`src/rtl/sdf_fft_reorder_64_if.sv`:
```
// Stream bundle for the 64-point FFT reorder buffer: bit-reversed input stream,
// natural-order output stream and the two sticky status flags.
interface sdf_fft_reorder_64_if #(
  parameter int DW = 32
);
  // Both streams: a beat transfers on a rising edge where valid & ready are both high.
  // The source holds valid and its payload stable until that transfer (the input side
  // may still offer without waiting; an offer while in_ready=0 is dropped and flagged).
  logic          in_valid;
  logic          in_sof;
  logic [DW-1:0] in_data;
  logic          in_ready;
  logic          out_valid;
  logic          out_ready;
  logic [DW-1:0] out_data;
  logic          out_sof;
  logic          out_eof;
  logic          ovf;
  logic          err;

  modport master (
    output in_valid, in_sof, in_data, out_ready,
    input  in_ready, out_valid, out_data, out_sof, out_eof, ovf, err
  );

  modport slave (
    input  in_valid, in_sof, in_data, out_ready,
    output in_ready, out_valid, out_data, out_sof, out_eof, ovf, err
  );
endinterface

```
`src/rtl/sdf_fft_reorder_64.sv`:
```
// Ping-pong reorder buffer: bit-reversed FFT output in, natural-order frames out.
// Optional build macro OUT_SCALE_EN divides re/im by N (arithmetic shift) on the output path.
module sdf_fft_reorder_64 #(
  parameter int N     = 64,
  parameter int LOG2N = 6,
  parameter int DW    = 32
) (
  input  logic                  clk,
  input  logic                  rst,
  sdf_fft_reorder_64_if.slave   bus
);
  localparam int HW = DW / 2;
  localparam logic [LOG2N-1:0] LAST = LOG2N'(N - 1);

  logic [DW-1:0]    mem [2*N];
  logic [1:0]       full;
  logic             wbank, rbank, ibank;
  logic [LOG2N-1:0] wcnt, rcnt, iaddr;

  logic             in_rdy, accept, resync, frame_done;
  logic [LOG2N-1:0] wr_addr;

  logic             rd_v, rd_sof, rd_eof;
  logic [DW-1:0]    rd_data, rd_out;
  logic             skid_v, skid_sof, skid_eof;
  logic [DW-1:0]    skid_data;
  logic             out_v, o_sof, o_eof;
  logic [DW-1:0]    o_data;
  logic             ovf_r, err_r;

  logic             pop, last_xfer, out_free, issue;
  logic [1:0]       lvl, lvl_max;

  function automatic logic [LOG2N-1:0] bitrev(input logic [LOG2N-1:0] i);
    logic [LOG2N-1:0] r;
    for (int b = 0; b < LOG2N; b++) r[b] = i[LOG2N-1-b];
    return r;
  endfunction

  function automatic logic [DW-1:0] scale(input logic [DW-1:0] d);
`ifdef OUT_SCALE_EN
    logic signed [HW-1:0] re, im;
    re = d[DW-1:HW];
    im = d[HW-1:0];
    re = re >>> LOG2N;
    im = im >>> LOG2N;
    return {re, im};
`else
    return d;
`endif
  endfunction

  // Write side
  assign in_rdy     = ~full[wbank];
  assign accept     = bus.in_valid & in_rdy;
  assign resync     = accept & bus.in_sof & (wcnt != '0);
  assign frame_done = accept & ~resync & (wcnt == LAST);
  assign wr_addr    = resync ? '0 : bitrev(wcnt);

  // Read side: the output stage plus skid register form a 2-entry queue; a memory read
  // is only issued when the slot it will land in is guaranteed free.
  assign pop       = out_v & bus.out_ready;
  assign last_xfer = pop & (rcnt == LAST);
  assign out_free  = ~out_v | bus.out_ready;
  assign lvl       = {1'b0, out_v} + {1'b0, skid_v} + {1'b0, rd_v};
  assign lvl_max   = pop ? 2'd2 : 2'd1;
  assign issue     = full[ibank] & (lvl <= lvl_max);
  assign rd_out    = scale(rd_data);

  always_ff @(posedge clk) begin
    if (accept) mem[{wbank, wr_addr}] <= bus.in_data;
    if (issue)  rd_data <= mem[{ibank, iaddr}];
  end

  always_ff @(posedge clk) begin
    if (rst) begin
      wcnt  <= '0;
      wbank <= 1'b0;
      rcnt  <= '0;
      rbank <= 1'b0;
      full  <= 2'b00;
      ovf_r <= 1'b0;
      err_r <= 1'b0;
    end else begin
      if (bus.in_valid & ~in_rdy) ovf_r <= 1'b1;
      if (accept) begin
        if (resync) begin
          err_r <= 1'b1;
          wcnt  <= LOG2N'(1);
        end else if (wcnt == LAST) begin
          wcnt  <= '0;
          wbank <= ~wbank;
        end else begin
          wcnt  <= wcnt + LOG2N'(1);
        end
      end
      if (pop) begin
        rcnt <= rcnt + LOG2N'(1);
        if (rcnt == LAST) rbank <= ~rbank;
      end
      // Release and fill always target different banks, so both may land together.
      if (last_xfer)  full[rbank] <= 1'b0;
      if (frame_done) full[wbank] <= 1'b1;
    end
  end

  always_ff @(posedge clk) begin
    if (rst) begin
      rd_v   <= 1'b0;
      rd_sof <= 1'b0;
      rd_eof <= 1'b0;
      iaddr  <= '0;
      ibank  <= 1'b0;
    end else begin
      rd_v <= issue;
      if (issue) begin
        rd_sof <= (iaddr == '0);
        rd_eof <= (iaddr == LAST);
        iaddr  <= iaddr + LOG2N'(1);
        if (iaddr == LAST) ibank <= ~ibank;
      end
    end
  end

  always_ff @(posedge clk) begin
    if (rst) begin
      out_v     <= 1'b0;
      o_data    <= '0;
      o_sof     <= 1'b0;
      o_eof     <= 1'b0;
      skid_v    <= 1'b0;
      skid_data <= '0;
      skid_sof  <= 1'b0;
      skid_eof  <= 1'b0;
    end else if (out_free) begin
      if (skid_v) begin
        out_v     <= 1'b1;
        o_data    <= skid_data;
        o_sof     <= skid_sof;
        o_eof     <= skid_eof;
        skid_v    <= rd_v;
        skid_data <= rd_out;
        skid_sof  <= rd_sof;
        skid_eof  <= rd_eof;
      end else begin
        out_v <= rd_v;
        if (rd_v) begin
          o_data <= rd_out;
          o_sof  <= rd_sof;
          o_eof  <= rd_eof;
        end
      end
    end else if (rd_v) begin
      skid_v    <= 1'b1;
      skid_data <= rd_out;
      skid_sof  <= rd_sof;
      skid_eof  <= rd_eof;
    end
  end

  assign bus.in_ready  = in_rdy;
  assign bus.out_valid = out_v;
  assign bus.out_data  = o_data;
  assign bus.out_sof   = o_sof;
  assign bus.out_eof   = o_eof;
  assign bus.ovf       = ovf_r;
  assign bus.err       = err_r;
endmodule

```
`src/flat_wrapper.sv`:
```
// flat-port wrapper written by rule: the top's interface ports become plain ports
module sdf_fft_reorder_64_flat 
#(
  parameter int N     = 64,
  parameter int LOG2N = 6,
  parameter int DW    = 32
)
  (clk, rst, bus_in_valid, bus_in_sof, bus_in_data, bus_out_ready, bus_in_ready, bus_out_valid, bus_out_data, bus_out_sof, bus_out_eof, bus_ovf, bus_err);
  sdf_fft_reorder_64_if #(.DW(DW)) bus_i ();
  input  logic clk;
  input  logic rst;
  input wire logic [$bits(bus_i.in_valid)-1:0] bus_in_valid;
  input wire logic [$bits(bus_i.in_sof)-1:0] bus_in_sof;
  input wire logic [$bits(bus_i.in_data)-1:0] bus_in_data;
  input wire logic [$bits(bus_i.out_ready)-1:0] bus_out_ready;
  output wire logic [$bits(bus_i.in_ready)-1:0] bus_in_ready;
  output wire logic [$bits(bus_i.out_valid)-1:0] bus_out_valid;
  output wire logic [$bits(bus_i.out_data)-1:0] bus_out_data;
  output wire logic [$bits(bus_i.out_sof)-1:0] bus_out_sof;
  output wire logic [$bits(bus_i.out_eof)-1:0] bus_out_eof;
  output wire logic [$bits(bus_i.ovf)-1:0] bus_ovf;
  output wire logic [$bits(bus_i.err)-1:0] bus_err;
  assign bus_i.in_valid = bus_in_valid;
  assign bus_i.in_sof = bus_in_sof;
  assign bus_i.in_data = bus_in_data;
  assign bus_i.out_ready = bus_out_ready;
  assign bus_in_ready = bus_i.in_ready;
  assign bus_out_valid = bus_i.out_valid;
  assign bus_out_data = bus_i.out_data;
  assign bus_out_sof = bus_i.out_sof;
  assign bus_out_eof = bus_i.out_eof;
  assign bus_ovf = bus_i.ovf;
  assign bus_err = bus_i.err;
  sdf_fft_reorder_64 #(.N(N), .LOG2N(LOG2N), .DW(DW)) u_core (.clk(clk), .rst(rst), .bus(bus_i));
endmodule
```
`config.mk`:
```
export PLATFORM = sky130hd
export DESIGN_NAME = sdf_fft_reorder_64_flat
export DESIGN_NICKNAME = d
export VERILOG_FILES = /design/src/rtl/sdf_fft_reorder_64_if.sv /design/src/rtl/sdf_fft_reorder_64.sv /design/src/flat_wrapper.sv
export SDC_FILE = /design/constraint.sdc
export NUM_CORES = 2
export LEC_CHECK = 0
export BUFFER_PORTS_ARGS = -buffer_cell sky130_fd_sc_hd__buf_2
export CORE_MARGIN = 2
export CORE_UTILIZATION = 55
export DETAILED_ROUTE_END_ITERATION = 10
export MAX_ROUTING_LAYER = met4
export PLACE_DENSITY_LB_ADDON = 0.25
export SLEW_MARGIN = 40
export SYNTH_ARGS = -nofsm -noshare
export SYNTH_HDL_FRONTEND = slang
export SYNTH_SLANG_ARGS = --single-unit
```
`constraint.sdc`:
```
create_clock -name clk -period 4.87 [get_ports clk]
set_input_delay 0.2435 -clock clk [delete_from_list [all_inputs] [get_ports clk]]
set_output_delay 0.2435 -clock clk [all_outputs]
set_load 0.05 [all_outputs]
```
==> impl_metrics.toml <==
[synthesis]
synth_top_area_share_pct = 76.4
synth_edf_count = 4128
syn_area_um2 = 162000
synth-compound-area-share_pct = 2.48
synth_nets = 7363
synth_xor_area_share_pct = 0.0648
synth_cell_types = 60
yosysMostFrequentCell = "edfxtp_1"
synth_area_leaders = "edfxtp_1 76%, mux4_2 14%, mux2i_1 2.5%"
synth_adder_area_share_pct = 0.0664
synth_top_family_by_area = "multiplexers"
synth-warning-count = 0
async_flop_share_pct = 0
synth-simple-area-share_pct = 1.68
synth_flop_cell = "edfxtp_1"
synthTopCellsByCount = "4128 x edfxtp_1, 1008 x mux4_2, 404 x mux2i_1"
avgSynthCellArea_um2 = 22.2
yosysTopAreaCell = "edfxtp_1"
yosysSeqAreaShare_pct = 77.7
synth_mux_area_share_pct = 16.7
synth_cells = 7318
ys_ff_latch = 4226

[run]
max_cap_violations = 0

[setup_path]
ff2ff_setup_slack_ps = 670
cp-start-kind = "flip-flop"
worst_ep_required_time_ps = 5540
critical_path_class = "flip-flop to flip-flop"
end_kind = "flip-flop"
worstRegToRegCells = 8
arrival_ps = 4870
worstPathMaxFanout = 92
timing.rr.start = "u_core.iaddr[1]"
r2r_end = "u_core.rd_data[21]"

[power]
seqPwrFrac_pct = 55.0
swShare_pct = 20.1
p_leak_nw = 55.2
power_frac_comb_pct = 1.4
intPower_w = 0.0581
power.density_nw_per_um2 = 394
clockPowerShare_pct = 43.6
ir_drop_v = 0.000313
p_switching_w = 0.0146

[floorplan]
placementRows = 199
core_area_um2 = 294000
die-area_um2 = 299000
die_h_um = 547
initial_core_util_pct = 55.2
fp.dieW_um = 547
io-pin-count = 75

[global_routing]
antenna_found_initial = 22
grt_pass1_vias = 78700
grt_usage_pct = 29.7
grt_max_degree = 93
grt_pass1_wl_mm = 607
overflow = 0

[place]
dp_slack_ps = 712
io_buffers = 74
place_area_um2 = 171000
hpwl_mm = 259
place_congestion = 0.950

[drt]
firstDrtPassIters = 8
drt-wirelength-per-cell_um = 35.7
remaining_drc_errors = 0
viasPerCell = 6.68
routed_wl_mm = 434
drtIter0Drc = 12300
vias = 81200
drtAntennaViolNets = 0

[sta]
fmax_ghz = 0.238
drv_slew = 0
max_slew.worst_pin.slew_ps = 956
tns_ps = 0
finalClockSkew_ps = 61.7
timing.hold.ws_ps = 155
final-setup-viol-count = 0
worst_slack_ps = 670
slew_headroom_pct = 36.3
final_hold_viol_count = 0
fin_crit_sh_pct = 86.2
rsz0062_at_grt = "no"
min_period_ps = 4200

[clock_network]
htree_levels = 5
clock_latency_ps = 980
cts_hold_buf = 36
path_clk_slew_ps = 60
cts_tree = "built"
clock_path_buffers = 4
cts_buffers = 414
cts_resized = 0
postCtsSetupRepairBufs = 0
cts_num_sinks = 4226
root_buffer = "clkbuf_16"

[layout]
final_nets = 7908
final_core_util_pct = 62.9
area_growth_pct = 13.9
stdcell_area_um2 = 185000
layout-drive-gt1-share_pct = 28.4

[worst_hold_path]
hp-class = "input port to flip-flop"
hold_start = "bus_in_data[20]"
hold_path_end = "u_core.mem[56][20]"
hold_depth = 2

[run_status]
outcome = "completed"
-- per-stage QoR --
step / power [W] / std cells
CTS: 0.0730 / 12100
global placement: 0.0417 / 11300
finish: 0.0727 / 12200
detailed placement: 0.0417 / 11300
global route: 0.0744 / 12100
floorplan: 0.0409 / 7318
-- cell type report --
| type | instances | area (µm²) |
|---|---|---|
| antenna | 24 | 60.1 |
| tap | 3919 | 4900 |
| clock inverter | 255 | 2510 |
| multi-input combinational | 2653 | 35200 |
| timing repair buffer | 552 | 5020 |
| fill | 19200 | 109000 |
| clock buffer | 509 | 11000 |
| sequential | 4226 | 126000 |
| inverter | 16 | 62.6 |
-- cells in the final DEF (no fill, tap or decap), types with 8 or more instances in the layout --
cell           count
edfxtp_1        4128
nand2_1          144
nor2_1            91
xor2_1             8
buf_4            387
and3_1            10
nor2_4           128
a21oi_2           10
a22oi_1           37
a221oi_1          10
bufinv_16         36
o221ai_1          27
dfxtp_1           90
mux2_2            20
clkbuf_1          77
a211oi_1         191
buf_6             20
o22ai_1          103
mux4_2          1008
nor3_1            38
clkinv_16         11
nor2b_1           20
buf_12            59
inv_1             13
clkbuf_16        420
dlygate4sd3_1     36
o21ai_0            8
diode_2           24
clkinv_2          83
clkinv_1          95
nand3_1           18
buf_2             43
clkbuf_8          11
and2_1            96
a21oi_1          156
clkinvlp_4        12
mux2i_1          404
nand2b_1           8
-- registers in the layout, indices dropped and copies added (netlist names) --
signal                count
u_core.rbank              1
u_core.bus.out_eof        1
u_core.full               2
u_core.bus.out_valid      1
u_core.bus.ovf            1
u_core.skid_eof           1
u_core.rcnt               6
u_core.wcnt               6
u_core.rd_eof             1
u_core.bus.out_data      32
u_core.bus.err            1
u_core.skid_sof           1
u_core.skid_data         32
u_core.rd_data           32
u_core.iaddr              6
u_core.ibank              1
u_core.mem             4096
u_core.wbank              1
u_core.rd_sof             1
u_core.rd_v               1
u_core.bus.out_sof        1
u_core.skid_v             1
-- cell families after synthesis --
family	after synthesis
fa+ha+maj	8
buf+inv	439
xor+xnor	12
simple gates	595
compound gates	603
flops	4226
mux	1435
-- critical path: stages, from the launching register on --
cell and delay, ps:
dfxtp_4 900, buf_12 540, mux4_2 430, mux4_2 550
o22ai_1 250, nor3_1 100, nor4_1 740, buf_4 240
a21oi_1 40
-- metal layers --
metal	up-vias	track usage, %	part of all wire [%]	routed length [µm]
met5	-	-	0	0
li1	32000	-	-	-
met3	671	6.34	11	48200
met4	0	9.34	3.5	15400
met2	4906	43.9	47	203000
met1	43600	41.9	39	167000
-- worst max path at each step --
stage	to	start	cells after the start	slack, ps
final	u_core.rd_data[21]	u_core.iaddr[1]	8	670
after global routing	u_core.rd_data[23]	u_core.iaddr[0]	9	660
after CTS	u_core.rd_data[23]	u_core.iaddr[0]	9	680
after detailed placement	u_core.rd_data[23]	u_core.iaddr[0]	9	710
after global placement	u_core.rd_data[23]	u_core.iaddr[0]	8	280
after floorplan	u_core.mem[60][0]	u_core.wbank	7	520
-- power groups by stage --
stage          Clock [W]  Combinational [W]  Sequential, W
5_1_grt           0.0334            0.00110         0.0399
3_3_place_gp           0           0.000935         0.0407
3_5_place_dp           0            0.00100         0.0407
4_1_cts           0.0320            0.00103         0.0399
6_report          0.0317            0.00104         0.0399
2_1_floorplan          0           0.000150         0.0407
(Power assumes the default switching activity.)
